--- config.mk ---
export PLATFORM = sky130hd
export DESIGN_NAME = fetch_sequencer
export DESIGN_NICKNAME = d
export VERILOG_FILES = /design/src/rtl/fetch_pkg.sv /design/src/rtl/fetch_sequencer.sv
export SDC_FILE = /design/constraint.sdc
export NUM_CORES = 1
export LEC_CHECK = 0
export CAP_MARGIN = 20
export CORE_MARGIN = 3
export CORE_UTILIZATION = 50
export CTS_BUF_LIST = sky130_fd_sc_hd__clkbuf_4
export DETAILED_ROUTE_END_ITERATION = 8
export GPL_TIMING_DRIVEN = 0
export PLACE_DENSITY = 0.88
export SLEW_MARGIN = 20
export SYNTH_ARGS = -nofsm -noshare
export SYNTH_HDL_FRONTEND = slang
export SYNTH_SLANG_ARGS = --single-unit
--- constraint.sdc ---
create_clock -name clk -period 2.3 [get_ports clk]
set_input_delay 0.46 -clock clk [delete_from_list [all_inputs] [get_ports clk]]
set_output_delay 0.46 -clock clk [all_outputs]
set_load 0.05 [all_outputs]
--- src/rtl/fetch_pkg.sv ---
// Shared definitions for the instruction-fetch sequencer.
//   fetch_state_t : sequencer states (START, FETCH, DELIVER)
//   DEF_ADDR_W    : default PC / instruction-address width
//   DEF_DATA_W    : default instruction width
//   DEF_RESET_PC  : default PC loaded on reset
//   NOP           : MIPS32 NOP encoding
package fetch_pkg;

    typedef enum logic [1:0] {
        START,
        FETCH,
        DELIVER
    } fetch_state_t;

    localparam int unsigned DEF_ADDR_W   = 32;
    localparam int unsigned DEF_DATA_W   = 32;
    localparam logic [31:0] DEF_RESET_PC = 32'h0000_0000;
    localparam logic [31:0] NOP          = 32'h0000_0000;

endpackage

--- src/rtl/fetch_sequencer.sv ---
// Instruction-fetch controller: owns the PC, issues word-addressed fetches over a req/ack
// instruction-memory handshake and hands one instruction at a time to decode.
// Ports:
//   clk, reset      : clock, synchronous active-high reset
//   redirect_valid  : branch/jump redirect pulse from execute
//   redirect_pc     : redirect target
//   stall           : decode cannot accept the presented instruction
//   imem_req/addr   : fetch request and address (stable until ack)
//   imem_ack/rdata  : fetch completion and instruction word
//   instr_valid     : instr / instr_pc presented to decode
//   instr, instr_pc : delivered instruction and its address
//   pc              : address of the next fetch
module fetch_sequencer
    import fetch_pkg::*;
#(
    parameter int unsigned       ADDR_W   = DEF_ADDR_W,
    parameter int unsigned       DATA_W   = DEF_DATA_W,
    parameter logic [ADDR_W-1:0] RESET_PC = ADDR_W'(DEF_RESET_PC)
) (
    input  logic              clk,
    input  logic              reset,
    input  logic              redirect_valid,
    input  logic [ADDR_W-1:0] redirect_pc,
    input  logic              stall,
    output logic              imem_req,
    output logic [ADDR_W-1:0] imem_addr,
    input  logic              imem_ack,
    input  logic [DATA_W-1:0] imem_rdata,
    output logic              instr_valid,
    output logic [DATA_W-1:0] instr,
    output logic [ADDR_W-1:0] instr_pc,
    output logic [ADDR_W-1:0] pc
);

    fetch_state_t      state_q, state_d;
    logic              squash_q, squash_d;
    logic [ADDR_W-1:0] pending_q, pending_d;

    logic              imem_req_d;
    logic [ADDR_W-1:0] imem_addr_d;
    logic              instr_valid_d;
    logic [DATA_W-1:0] instr_d;
    logic [ADDR_W-1:0] instr_pc_d;
    logic [ADDR_W-1:0] pc_d;

    always_comb begin
        state_d       = state_q;
        squash_d      = squash_q;
        pending_d     = pending_q;
        imem_req_d    = imem_req;
        imem_addr_d   = imem_addr;
        instr_valid_d = instr_valid;
        instr_d       = instr;
        instr_pc_d    = instr_pc;
        pc_d          = pc;

        unique case (state_q)
            START: begin
                // Nothing is in flight yet, so a redirect here is taken directly.
                if (redirect_valid) begin
                    pending_d = redirect_pc;
                    pc_d      = redirect_pc;
                end
                imem_req_d  = 1'b1;
                imem_addr_d = pc_d;
                state_d     = FETCH;
            end
            FETCH: begin
                if (imem_ack) begin
                    if (squash_q || redirect_valid) begin
                        // Returned word belongs to the wrong path: drop it and refetch.
                        pc_d        = redirect_valid ? redirect_pc : pending_q;
                        imem_addr_d = pc_d;
                        squash_d    = 1'b0;
                    end else begin
                        instr_d       = imem_rdata;
                        instr_pc_d    = pc;
                        pc_d          = pc + ADDR_W'(1);
                        instr_valid_d = 1'b1;
                        imem_req_d    = 1'b0;
                        state_d       = DELIVER;
                    end
                end else if (redirect_valid) begin
                    // Request cannot be cancelled; remember the newest target.
                    squash_d  = 1'b1;
                    pending_d = redirect_pc;
                end
            end
            DELIVER: begin
                if (redirect_valid) begin
                    instr_valid_d = 1'b0;
                    pc_d          = redirect_pc;
                    imem_req_d    = 1'b1;
                    imem_addr_d   = redirect_pc;
                    state_d       = FETCH;
                end else if (!stall) begin
                    instr_valid_d = 1'b0;
                    imem_req_d    = 1'b1;
                    imem_addr_d   = pc;
                    state_d       = FETCH;
                end
            end
            default: state_d = START;
        endcase
    end

    always_ff @(posedge clk) begin
        if (reset) begin
            state_q     <= START;
            squash_q    <= 1'b0;
            pending_q   <= '0;
            imem_req    <= 1'b0;
            imem_addr   <= RESET_PC;
            instr_valid <= 1'b0;
            instr       <= '0;
            instr_pc    <= '0;
            pc          <= RESET_PC;
        end else begin
            state_q     <= state_d;
            squash_q    <= squash_d;
            pending_q   <= pending_d;
            imem_req    <= imem_req_d;
            imem_addr   <= imem_addr_d;
            instr_valid <= instr_valid_d;
            instr       <= instr_d;
            instr_pc    <= instr_pc_d;
            pc          <= pc_d;
        end
    end

    // Delivery and fetching never overlap.
    valid_excludes_req: assert property (@(posedge clk) disable iff (reset)
        instr_valid |-> !imem_req);

endmodule

# ---- Word-level counts from Yosys, hierarchy flattened
# Index checks and enable logic that the tools add are counted.
dict set report op_classes {
  eq_ne 8
  n_addsub 1
  bitwise 1
  n_mux 30
  n_reduce_logical 16
}
# op count
set op_table {}
lappend op_table {{$mux 32} 9}
lappend op_table {{$pmux 32 s2} 2}
lappend op_table {{$pmux 32 s3} 1}
lappend op_table {{$add 32x1->32 const B} 1}
lappend op_table {{$reduce_and 4->1} 3}
lappend op_table {{$mux 1} 11}
lappend op_table {{$reduce_and 3->1} 3}
lappend op_table {{$mux 2} 4}
lappend op_table {{$ne 2x2->1 const B} 4}
lappend op_table {{$reduce_bool 2->1} 4}
lappend op_table {{$pmux 2 s3} 1}
lappend op_table {{$reduce_and 2->1} 2}
lappend op_table {{$ne 3x3->1 const B} 1}
lappend op_table {{$pmux 1 s3} 1}
lappend op_table {{$reduce_bool 3->1} 1}
lappend op_table {{$eq 2x1->1 const B} 1}
lappend op_table {{$eq 2x2->1 const B} 1}
lappend op_table {{$logic_not 2->1} 1}
lappend op_table {{$ne 2x1->1 const B} 1}
lappend op_table {{$pmux 1 s2} 1}
lappend op_table {{$reduce_or 2->1} 1}
lappend op_table {{$logic_or 1x1->1} 1}
lappend op_table {{$not 1->1} 1}
dict set report totals {
  inputBits 69
  reg_bits 165
  wordCells 65
  out_inout_bits 130
}

# ---- Depth between registers and ports, before layout
# Gate-level depths: netlist of run 1.
dict set report depth {
  ltp_word 4
  mapped_depth 8
  depth_no_buf 6
}

# ---- Worst setup path before layout of run 1
# No wires, ideal clock.
dict set report synth_timing {
  kind {reg-to-reg}
  startpoint {register pc[1]}
  endpoint {register pc[24]}
  setup_time_ns 0.127
  slack_ns -0.006
  path_stages_with_launch 7
  n_path_buf 0
  arrival_time_ns 2.179
  period_less_slack_ns 2.306
  required_time_ns 2.173
  path_cell_list {dfxtp_1 -> ha_1 -> inv_1 -> nor4_1 -> nand4_1 -> and3_1 -> or3_1}
}
dict set report synth_between {
  elab_chain_len 4
}
# item line_no
set synth_lines {}
lappend synth_lines {{start, declared} fetch_sequencer.sv:32} ;# output logic [ADDR_W-1:0] pc
lappend synth_lines {{start signal, assigned} fetch_sequencer.sv:127} ;# pc <= pc_d;
lappend synth_lines {{$add 32x1->32} fetch_sequencer.sv:78} ;# pc_d = pc + ADDR_W'(1);
lappend synth_lines {{$mux 32} fetch_sequencer.sv:70} ;# if (squash_q || redirect_valid) begin
lappend synth_lines {{$mux 32} fetch_sequencer.sv:69} ;# if (imem_ack) begin
lappend synth_lines {{$pmux 32 s2} fetch_sequencer.sv:57} ;# unique case (state_q)
# Every way passes these cells. The select of a mux whose other input is x is not followed.
# A chain may end at the register's enable or synchronous reset.

# ---- Worst setup path after layout of run 1
dict set report layout_timing {
  startpoint {register pc[7]}
  endpoint {register pc[19]}
}
# Same word-level chain as after synthesis.

==> results of run 1 <==
-- sequential cells by signal, indices dropped and copies added, names as in the netlist --
name,cells
imem_addr,32
squash_q,1
pending_q,32
state_q,2
imem_req,1
instr_valid,1
instr_pc,32
instr,32
pc,32
-- area by class of cell --
type                       count  share of cell area (%)
multi-input combinational    816                    40.6
sequential                   165                    30.7
timing repair buffer         198                    18.5
buffer                       101                    4.32
tap                          211                    2.45
clock inverter                15                    1.87
clock buffer                  17                    1.19
inverter                      10                   0.349
antenna                        1                  0.0233
-- tightest hold or removal path, delay by kind of cell --
family	cells	cell delay, ns
simple gates	1	0.05
buf+inv	1	0.40
compound gates	1	0.05
-- what timing repair did --
action / CTS / global route
setup buffers: 0 / 0
hold endpoints to repair: 0 / 0
gates resized for setup: 15 / 30
setup endpoints to repair: 16 / 62
-- worst paths after layout --
kind,slack (ns),from,end
max,-0.0009,pc[7]$_SDFFE_PP0P_,pc[19]$_SDFFE_PP0P_
min,0.39,imem_rdata[2],instr[2]$_SDFFE_PP0P_
max reg2reg,-0.0009,pc[7]$_SDFFE_PP0P_,pc[19]$_SDFFE_PP0P_
min reg2reg,0.46,instr_pc[13]$_SDFFE_PP0P_,instr_pc[13]$_SDFFE_PP0P_
-- where the power goes --
group	internal [mW]	switching, mW
logic	0.611	1.22
clock network	0.871	1.11
registers	3.02	0.142
-- metal layers --
layer,track usage (%),vias to the layer above
li1,-,4183
met1,42.7,4312
met2,50.5,660
met3,9.29,129
met4,15.3,0
met5,0,-
-- logic make-up after synthesis --
group	count (synthesis)	share of synthesized area [%]
AND/OR/NAND/NOR	455	24.4
AO/OA/AOI/OAI	290	20.3
flip-flops	165	40.6
buffers and inverters	111	6.02
multiplexers	59	7.28
XOR/XNOR	11	1.19
adder cells (fa/ha/maj)	1	0.154
-- synthesized netlist by cell type, types with 3 or more instances --
cell       instances  area, um^2
and3_1             4        25.0
nor2_1            44         165
o2bb2ai_1          3        26.3
inv_1              9        33.8
a21oi_1          170         851
nand3_1           30         150
buf_1              4        15.0
nand2b_1          19         119
o32ai_1            4        35.0
nand4_1            8        50.1
nor3_1             9        45.0
clkbuf_2           3        15.0
clkbuf_1          60         225
buf_4              3        22.5
nor2b_1            5        31.3
o21ai_0           43         215
xor2_1             8        70.1
o21a_1             3        22.5
nand2_1          306        1150
buf_6              3        33.8
dfxtp_1          165        3300
a211oi_1           9        67.6
a22oi_1            3        22.5
a31oi_1           17         106
o22ai_1            6        37.5
nor4_1             8        50.1
buf_2             28         140
mux2i_1           58         581
xnor2_1            3        26.3
o211ai_1          10        75.1
-- through the flow --
step / area, um^2 / instances / hold WS [ns] / total power, mW
final: 10800 / 1534 / 0.393 / 6.98
after global routing: 10800 / 1534 / 0.378 / 7.19
after detailed placement: 10400 / 1501 / 0.446 / 5.01
after CTS: 10700 / 1533 / 0.401 / 6.91
after floorplan: 8130 / 1092 / 0.436 / 4.31
after global placement: 10400 / 1501 / 0.441 / 4.99
-- cell usage in the layout (no fill, tap or decap), types with 3 or more instances in the layout --
cell             netlist  layout
a21oi_1              170     170
buf_1                  4       3
clkbuf_2               3      10
inv_6                  0       4
dfxtp_1              165     163
clkdlybuf4s50_1        0     177
clkbuf_4               0      19
o211ai_1              10      10
bufinv_16              0       4
o22ai_1                6       6
nor2_1                44      43
buf_4                  3       3
o32ai_1                4       4
inv_1                  9       9
nand2_1              306     306
o21a_1                 3       3
nor3_1                 9       9
nand4_1                8       8
o21ai_0               43      43
dlymetal6s2s_1         0       8
nor4_1                 8       6
a22oi_1                3       3
nand2b_1              19      19
a211oi_1               9       9
nor2b_1                5       5
buf_6                  3       3
dlygate4sd2_1          0      12
a31oi_1               17      17
mux2i_1               58      58
nand3_1               30      30
xnor2_1                3       3
clkbuf_1              60      54
buf_2                 28      26
xor2_1                 8       8
and3_1                 4       4
o2bb2ai_1              3       3
==> out/summary.txt, run 1 <==
Die Wd: 133 um
Fmax: 435 MHz
CTS tree: done
First-pass GRT wire length: 46300 um
Critical Path End Type: flip-flop
Total grt overflow: 0
CTS Buf Count: 17
CP startpoint kind: flip-flop
Met2 wire len: 13800 um
Fraction of registers with async set or reset after synthesis: 0%
Post-route ant nets: 0
Post-Place Setup Slack: -0.539 ns
CTS H-Tree Depth: 4
Req. time, crit path: 2.79 ns
CP bufs+invs: 2
Count of cell types in the netlist: 65
Synth Register Bits: 165
CP Depth: 6
Setup_tns: -0.000929 ns
Leak pwr: 4.19 nW
Longest Clk Path Bufs: 2
Register area: 0.00331 mm^2
Clk_skew: 0.0225 ns
Synth Net Count: 1162
Final Hold Viols: 0
Largest net degree at the start of global routing: 17
Routability Congestion: 1.04
Setup violations, final: 1
EDFF count, synth: 0
Crit path time final: 2.30 ns
Initial antenna violation count: 1
Area occupied by multi-input gates: 0.00437 mm^2
Filler Cell Count: 1322
Post-CTS Hold Fix Bufs: 0
Root buffer cell: clkbuf_4
Total GRT Usage: 32.8%
Crit-path max FO: 9
Status: complete, but fails checks
Setup slack after layout: -0.000929 ns
Share of layout cells above drive strength 1: 6.88%
Metal3 WL: 3670 um
Placeable core area: 0.0155 mm^2
Hold path cells: 3
DR iter-0 viols: 1288
Clock-pin slew on the worst setup and hold paths: 0.15 ns
PortBufs: 198
Worst skew pair latency: 0.59 ns
Final HPWL from detailed placement: 22400 um
Actual slew at the worst max-slew pin: 0.806 ns
Pwr Density: 648 mW/mm^2
Synth warnings: 0
Slowest-stage cell, CP: dfxtp_1
Worst R2R Path Depth: 6
Final net count: 1379
Crit-path cells: inv_2 > or4_4 > buf_6 > nor4_4 > xor2_1 > o311a_1
Post-synthesis instance total: 1092
Rel. slew slack: 46.3%
WS Path Type: reg -> reg
Vias in the first global route: 8440
Cell Area, Synth: 0.00813 mm^2
Die area: 0.0178 mm^2
Via density: 6.05
Violated checks: negative setup slack
CP top delay family: simple AND/OR/NAND/NOR gates
Uppermost routed layer: met4
Max Slew Vio Count: 0
Io pins: 199
# Max-Cap Violations: 0
Seq/Total Area, Yosys: 40.6%
Initial core utilization: 52.3%
Tcrit/Tclk final: 100%
CP peak stage delay: 0.65 ns
Routed WL: 30500 um
Syn Area/Cell: 7.44 um^2
DRC errors left: 0
Top_reg_cell synth: dfxtp_1
Site row count: 45
Met1 WL: 11600 um
WL per Instance: 19.9 um
Finished Core Util: 69.3%
Synth-to-Final Area Change: 32.4%
Clk sink count: 165
Worst IR Drop VDD: 0.000363 V
CP Data Arrival Time: 2.79 ns
Via count: 9284
Hold crit path type: in -> reg
Drt first pass iters: 7
Die Y-Extent: 133 um
Power figures use the tool's default switching activity.
==> run 2, diff against run 1 <==
--- a/config.mk
+++ b/config.mk
@@ -5,6 +5,7 @@
 export SDC_FILE = /design/constraint.sdc
 export NUM_CORES = 1
 export LEC_CHECK = 0
+export ABC_CLOCK_PERIOD_IN_PS = 2300
 export CAP_MARGIN = 20
 export CORE_MARGIN = 3
 export CORE_UTILIZATION = 50
==> results of run 2 <==
The final DEF is identical to that of run 1; final timing and power are the same.
